`src/rtl/uart_rx_mon_pkg.sv`:
```
// rtl/uart_rx_mon_pkg.sv - shared types, parity modes and counter sizing for uart_rx_mon
package uart_rx_mon_pkg;

    typedef enum logic [2:0] {
        IDLE,
        START,
        DATA,
        PAR,
        STOP
    } state_t;

    localparam int PAR_NONE = 0;
    localparam int PAR_ODD  = 1;
    localparam int PAR_EVEN = 2;

    function automatic int cnt_width(input int cpb);
        return (cpb <= 2) ? 1 : $clog2(cpb);
    endfunction

endpackage

```
`src/rtl/uart_rx_mon_fifo.sv`:
```
// rtl/uart_rx_mon_fifo.sv - synchronous FIFO with full/empty flags and a combinational head read
module uart_rx_mon_fifo #(
    parameter int WIDTH = 10,
    parameter int DEPTH = 4
) (
    input  logic             clk,
    input  logic             rst_n,
    input  logic             wr_en,
    input  logic [WIDTH-1:0] wdata,
    input  logic             rd_en,
    output logic [WIDTH-1:0] rdata,
    output logic             full,
    output logic             empty
);

    localparam int AW = $clog2(DEPTH);

    logic [WIDTH-1:0] mem [DEPTH];
    logic [AW:0]      wptr;
    logic [AW:0]      rptr;
    logic             do_wr;
    logic             do_rd;

    // A write into a full FIFO is allowed when the head leaves in the same cycle.
    assign do_wr = wr_en & (~full | rd_en);
    assign do_rd = rd_en & ~empty;

    always_ff @(posedge clk) begin
        if (!rst_n) begin
            wptr <= '0;
            rptr <= '0;
            for (int i = 0; i < DEPTH; i++) begin
                mem[i] <= '0;
            end
        end else begin
            if (do_wr) begin
                mem[wptr[AW-1:0]] <= wdata;
                wptr              <= wptr + 1'b1;
            end
            if (do_rd) begin
                rptr <= rptr + 1'b1;
            end
        end
    end

    assign rdata = mem[rptr[AW-1:0]];
    assign empty = (wptr == rptr);
    assign full  = (wptr[AW] != rptr[AW]) && (wptr[AW-1:0] == rptr[AW-1:0]);

endmodule

```
`src/rtl/uart_rx_mon.sv`:
```
// rtl/uart_rx_mon.sv - oversampling UART receive monitor with valid/ready output; UART_RX_MON_FIFO_EN selects a FIFO over a holding register
module uart_rx_mon
    import uart_rx_mon_pkg::*;
#(
    parameter int CLKS_PER_BIT = 16,
    parameter int DATA_BITS    = 8,
    parameter int PARITY       = 0,
    parameter int DEPTH        = 4
) (
    input  logic                 clk,
    input  logic                 rst_n,
    input  logic                 rx_i,
    output logic [DATA_BITS-1:0] m_data_o,
    output logic                 m_frame_err_o,
    output logic                 m_par_err_o,
    output logic                 m_valid_o,
    input  logic                 m_ready_i,
    output logic                 overflow_o,
    input  logic                 ovf_clr_i,
    output logic                 busy_o
);

    localparam int             CW       = cnt_width(CLKS_PER_BIT);
    localparam int             WW       = DATA_BITS + 2;
    localparam logic [CW-1:0]  CNT_BIT  = CW'(CLKS_PER_BIT - 1);
    localparam logic [CW-1:0]  CNT_HALF = CW'(CLKS_PER_BIT / 2 - 1);
    localparam logic [3:0]     LAST_BIT = 4'(DATA_BITS - 1);
    localparam logic           ODD_MODE = (PARITY == PAR_ODD);

    if (CLKS_PER_BIT < 4 || DATA_BITS < 5 || DATA_BITS > 9 || PARITY < 0 || PARITY > 2 ||
        DEPTH < 2 || (DEPTH & (DEPTH - 1)) != 0) begin : g_bad_params
        $error("uart_rx_mon: illegal parameter set");
    end

    state_t                state;
    logic                  sync1;
    logic                  rxs;
    logic [CW-1:0]         ccnt;
    logic [3:0]            bcnt;
    logic [DATA_BITS-1:0]  sreg;
    logic                  perr;
    logic                  push;
    logic [WW-1:0]         push_word;
    logic                  pop;
    logic                  full;
    logic [WW-1:0]         head;

    always_ff @(posedge clk) begin
        if (!rst_n) begin
            sync1     <= 1'b1;
            rxs       <= 1'b1;
            state     <= IDLE;
            ccnt      <= '0;
            bcnt      <= '0;
            sreg      <= '0;
            perr      <= 1'b0;
            push      <= 1'b0;
            push_word <= '0;
            busy_o    <= 1'b0;
        end else begin
            sync1  <= rx_i;
            rxs    <= sync1;
            busy_o <= (state != IDLE);
            push   <= 1'b0;
            case (state)
                IDLE: begin
                    if (!rxs) begin
                        state <= START;
                        bcnt  <= '0;
                        ccnt  <= CNT_HALF;
                        perr  <= 1'b0;
                    end
                end
                START: begin
                    if (ccnt == '0) begin
                        // A line that is high again at mid start bit was a glitch.
                        if (!rxs) begin
                            state <= DATA;
                            ccnt  <= CNT_BIT;
                        end else begin
                            state <= IDLE;
                        end
                    end else begin
                        ccnt <= ccnt - 1'b1;
                    end
                end
                DATA: begin
                    if (ccnt == '0) begin
                        sreg <= {rxs, sreg[DATA_BITS-1:1]};
                        ccnt <= CNT_BIT;
                        bcnt <= bcnt + 1'b1;
                        if (bcnt == LAST_BIT) begin
                            state <= (PARITY != PAR_NONE) ? PAR : STOP;
                        end
                    end else begin
                        ccnt <= ccnt - 1'b1;
                    end
                end
                PAR: begin
                    if (ccnt == '0) begin
                        perr  <= (^sreg) ^ rxs ^ ODD_MODE;
                        ccnt  <= CNT_BIT;
                        state <= STOP;
                    end else begin
                        ccnt <= ccnt - 1'b1;
                    end
                end
                STOP: begin
                    // Returning to IDLE at mid stop bit lets a following start edge be caught.
                    if (ccnt == '0) begin
                        push      <= 1'b1;
                        push_word <= {sreg, ~rxs, perr};
                        state     <= IDLE;
                    end else begin
                        ccnt <= ccnt - 1'b1;
                    end
                end
                default: state <= IDLE;
            endcase
        end
    end

    assign pop = m_valid_o & m_ready_i;

`ifdef UART_RX_MON_FIFO_EN
    logic empty;

    uart_rx_mon_fifo #(
        .WIDTH (WW),
        .DEPTH (DEPTH)
    ) u_fifo (
        .clk   (clk),
        .rst_n (rst_n),
        .wr_en (push),
        .wdata (push_word),
        .rd_en (pop),
        .rdata (head),
        .full  (full),
        .empty (empty)
    );

    assign m_valid_o = ~empty;
`else
    logic          hold_valid;
    logic [WW-1:0] hold;

    always_ff @(posedge clk) begin
        if (!rst_n) begin
            hold_valid <= 1'b0;
            hold       <= '0;
        end else if (push && (!hold_valid || pop)) begin
            hold_valid <= 1'b1;
            hold       <= push_word;
        end else if (pop) begin
            hold_valid <= 1'b0;
        end
    end

    assign full      = hold_valid;
    assign head      = hold;
    assign m_valid_o = hold_valid;
`endif

    always_ff @(posedge clk) begin
        if (!rst_n) begin
            overflow_o <= 1'b0;
        end else if (push && full && !pop) begin
            overflow_o <= 1'b1;
        end else if (ovf_clr_i) begin
            overflow_o <= 1'b0;
        end
    end

    assign m_data_o      = head[WW-1:2];
    assign m_frame_err_o = head[1];
    assign m_par_err_o   = head[0];

endmodule

```
`config.mk`:
```
export PLATFORM = sky130hd
export DESIGN_NAME = uart_rx_mon
export DESIGN_NICKNAME = d
export VERILOG_FILES = /design/src/rtl/uart_rx_mon_pkg.sv /design/src/rtl/uart_rx_mon_fifo.sv /design/src/rtl/uart_rx_mon.sv
export SDC_FILE = /design/constraint.sdc
export NUM_CORES = 1
export LEC_CHECK = 0
export ABC_AREA = 0
export BUFFER_PORTS_ARGS = -buffer_cell sky130_fd_sc_hd__buf_2
export CORE_ASPECT_RATIO = 1.2
export CORE_MARGIN = 2
export CORE_UTILIZATION = 38
export CTS_CLUSTER_SIZE = 24
export DETAILED_ROUTE_END_ITERATION = 8
export PLACE_DENSITY_LB_ADDON = 0.15
export SLEW_MARGIN = 30
export SYNTH_ARGS = -nofsm -noshare
export SYNTH_HDL_FRONTEND = slang
export SYNTH_SLANG_ARGS = --single-unit
```
`constraint.sdc`:
```
create_clock -name clk -period 2.4 [get_ports clk]
set_input_delay 0 -clock clk [delete_from_list [all_inputs] [get_ports clk]]
set_output_delay 0 -clock clk [all_outputs]
set_load 0.01 [all_outputs]
```
Word-level counts from Yosys, hierarchy flattened
Index checks and enable logic that the tools add are counted.

$lt $le $gt $ge: 0. Mux-type cells: 25. $add $sub $neg: 2. Reduce and logical (&&, ||, !) cells: 23. Equality and inequality tests: 13. Multiply operators: 0. Shifts and indexed selects: 0. Divide/modulo/power cells: 0. Bitwise logic cells: 3.

Operator list (number): $mux 4 (7); $mux 3 (6); $pmux 4 s4 (1); $pmux 3 s5 (1); $ne 2x2->1 const B (7); $pmux 4 s2 (1); $reduce_bool 2->1 (4); $reduce_xor 8->1 (1); $mux 1 (7); $eq 3x2->1 const B (2); $reduce_and 2->1 (3); $reduce_and 3->1 (2); $reduce_and 6->1 (1); $add 4x1->4 const B (1); $eq 4x3->1 const B (1); $logic_not 4->1 (1); $reduce_and 4->1 (1); $reduce_bool 4->1 (1); $sub 4x1->4 const B (1); $eq 3x1->1 const B (1); $eq 3x3->1 const B (1); $logic_and 1x1->1 (3); $logic_not 3->1 (1); $ne 3x3->1 const B (1); 9 further kinds (10).

Memory bits (writable): 0. Register bits after elaboration: 46. Output and inout port bits: 13. Latch bits: 0. Memories: 0. Input port bits: 5. Bits in read-only memories: 0.

Longest topological paths before layout
Depth after elaboration: 4. Depth in mapped cells: 7. Mapped depth without buffers: 6.

Least setup slack after synthesis
No wires, ideal clock.

Path type: register to register. Start point: reg ccnt[0]. End point: reg bcnt[2]. Data arrival time: 1.585 ns. Stages on the path, launching flop included: 7. Slack: 0.741 ns. Clock period less this slack: 1.659 ns. Library setup time: 0.074 ns. Cell sequence: dfxtp_1 > inv_1 > ha_1 > nand4bb_4 > a211o_1 > or3_1 > a31oi_1.

Word-level cells in the longest chain between the ends: 3.

Ends and longest elaborated chain: from (decl) (line uart_rx_mon.sv:38) `logic [CW-1:0] ccnt;`; from (signal assigned) (line uart_rx_mon.sv:84) `ccnt <= ccnt - 1'b1;`; from (signal assigned) (line uart_rx_mon.sv:96) `ccnt <= ccnt - 1'b1;`; from (signal assigned) (line uart_rx_mon.sv:105) `ccnt <= ccnt - 1'b1;`; $logic_not 4->1 (line uart_rx_mon.sv:88) `if (ccnt == '0) begin`; $ne 2x2->1 (no line); $reduce_and 3->1 (no line); to (signal assigned) (line uart_rx_mon.sv:91) `bcnt <= bcnt + 1'b1;`; to (decl) (line uart_rx_mon.sv:39) `logic [3:0] bcnt;`.

Every way passes these cells. A chain may end at the register's enable or synchronous reset.

Final worst setup path
Start point: reg ccnt[0]. End point: reg ccnt[3].

Word-level cells in the longest chain between the ends: 3.

Ends and longest elaborated chain: $sub 4x1->4 / $logic_not 4->1 (equally long branches); $mux 4, or another cell as far along (line uart_rx_mon.sv:110) `if (ccnt == '0) begin`; $pmux 4 s4 / $reduce_and 4->1 (equally long branches).

Several ways; a longest one is shown, not always the timed one. The select of a mux whose other input is x is not followed.

==> out/metrics.cfg <==
[status]
status=completed

[clock_tree]
cts-htree-levels=2
numClockSinks=46
cts_buffer_depth=2
cts_tree=done
clock_latency_ns=0.30
cts_buffers=5
clock-root-buffer=clkbuf_8
postCtsSetupRepairBufs=0
clk_pin_slew_ns=0.08

[timing]
setup_slack_ns=0.516
period_share=0.785
final-hold-violation-count=0
rsz0062_at_grt=no
fin_crit_ns=1.88
clock_skew_ns=0.00974
setup_viol=0
slew_violations=0
fin_setup_tns_ns=0
max_freq_mhz=531
relSlewSlack=0.574
worst_pin_slew_ns=0.638

[power]
p_per_area_nw_per_um2=727
leakage_nw=1.01
fin_total_pwr_mw=1.67
peakVddDrop_uv=265

[worst_setup_path]
cp.arrival_ns=2.08
ff2ff_setup_slack_ns=0.52
crit_type=reg2reg
path_cells=inv_1, ha_1, nor3b_2, a21oi_1, o31a_1, and3_1
crit_path_start_kind=flip-flop
cp.required_ns=2.59
end_kind=flip-flop
critical_path.max_stage_delay_ns=0.46
crit_path_top_delay_cell=nor3b_2
crit_fanout=7
crit_family=simple AND/OR/NAND/NOR gates
cp.buffers_inverters=1

[final_layout]
syn_to_final_growth_pct=15.4
fillers=496
nNetsFinal=230
drive_above_1_share=0.143
antenna_cells=0

[floorplanning]
start_util=0.399
rows=28
ios=18
die_x_um=70.0
coreArea_um2=4970
die_area_um2=5820
dieHeight_um=83.2

[drt]
drt_iter0_drc=80
wl_per_cell_um=12.6
drtAntennaViolNets=0
num_vias=1466
wirelength_mm=3.59
wl_met3_um=114
vias_per_cell=5.16
topRoutingLayerUsed=met4
firstDrtPassIters=4
drt-met1-wl_mm=1.67
drc_errors=0
wl_met2_mm=1.74

[grt]
grt_max_degree=30
grt_pass1_vias=1298
gr-usage-all-layers=0.129
antenna_found_initial=0
overflow=0
grt_first_pass_wirelength_mm=6.20

[synthesis]
seq_area_frac_synth=0.464
synth_edf_count=0
ys_async_sr_fraction=0
synth.avg_cell_area_um2=9.73
synth_nets=211
synthCells=204
synth_ff_type=dfxtp_1
yosys_register_bits=46
syn-cell-area_um2=1990
yosys_warnings=0
ys_types=43

[flow_run]
drv_cap=0

[placed_design]
place_ws_ns=0.529
port_buffers=17
post-dp-hpwl_mm=2.41
routabilityCongestion=0.720

[worst_hold_path]
min_path_type=in2reg

-- per-stage QoR --
step	util	hold slack [ns]	cells	cell area (µm²)
finish	0.461	0.0230	284	2290
global route	0.461	0.0765	284	2290
CTS	0.461	0.0223	284	2290
detailed placement	0.424	0.187	272	2110
global placement	0.424	0.183	272	2110
floorplan	-	0.0730	204	1990
-- Yosys cell counts, drive strengths merged (3+ instances only) --
cell | number | area [µm²]
buf | 6 | 37.5
nor3 | 6 | 41.3
inv | 6 | 22.5
nand2 | 6 | 22.5
nand3 | 3 | 15.0
clkbuf | 6 | 22.5
nor2 | 36 | 135
dfxtp | 46 | 921
xnor2 | 5 | 43.8
a31oi | 4 | 25.0
mux2i | 28 | 280
a21oi | 9 | 45.0
or3 | 3 | 18.8
nand2b | 5 | 31.3
-- final cells by class --
| type | count | area [µm²] | share of cell area |
|---|---|---|---|
| inverter | 6 | 22.5 | 0.00983 |
| sequential | 46 | 921 | 0.402 |
| clock buffer | 6 | 82.6 | 0.0360 |
| multi-input combinational | 140 | 982 | 0.429 |
| timing repair buffer | 24 | 148 | 0.0644 |
| tap | 60 | 75.1 | 0.0328 |
| clock inverter | 2 | 60.1 | 0.0262 |
-- layout by cell type, fill, tap and decap left out, types with 4 or more instances in the layout --
cell / instances
a21oi_1: 9
a31oi_1: 4
buf_2: 17
clkbuf_8: 6
dfxtp_1: 46
dlygate4sd3_1: 4
inv_1: 6
mux2i_1: 28
nand2_1: 6
nand2b_1: 5
nor2_1: 36
nor3_1: 5
xnor2_1: 5
-- tightest hold or removal path, stage by stage --
cell and delay [ns]:
buf_2 0.07, nor2b_1 0.03, a21oi_1 0.11, nor2_1 0.05
-- state kept, by name, summed over array words and instances (netlist names) --
signal	count
push_word	10
state	3
m_valid_o	1
ccnt	4
overflow_o	1
head	10
sreg	8
bcnt	4
rxs	1
sync1	1
busy_o	1
push	1
perr	1
-- path summary, 6_finish.rpt --
path | start | end | cells after the start
max | ccnt[0] | ccnt[3] | 6
min | ovf_clr_i | overflow_o | 4
max reg2reg | ccnt[0] | ccnt[3] | 6
min reg2reg | sync1 | rxs | 1
-- layer usage --
metal / GRT usage / vias to the layer above
li1: - / 748
met1: 0.166 / 686
met2: 0.206 / 25
met3: 0.0267 / 7
met4: 0.0594 / 0
met5: 0 / -
-- cell families (layout without fill, tap and decap cells) --
group                      Yosys count  count (layout)  synth area share
DFF                                 46              46             0.464
muxes                               28              28             0.141
adders and majority gates            2               2            0.0126
and+or+nand+nor                     72              72             0.194
xor gates and xnor gates             8               8            0.0422
buffers and inverters               18              38            0.0416
AOI/OAI and AO/OA                   30              30             0.105
-- what timing repair did --
item	in CTS	in global routing
resized for setup	0	0
endpoints found under the hold margin	3	0
hold buffers	4	0
endpoints found under the setup margin	0	0
-- power by group --
group	internal [mW]	switching, mW
logic	0.0700	0.0887
clock network	0.444	0.255
registers	0.780	0.0277
total	1.29	0.372
Note: power is estimated with default switching activity, not from simulation.
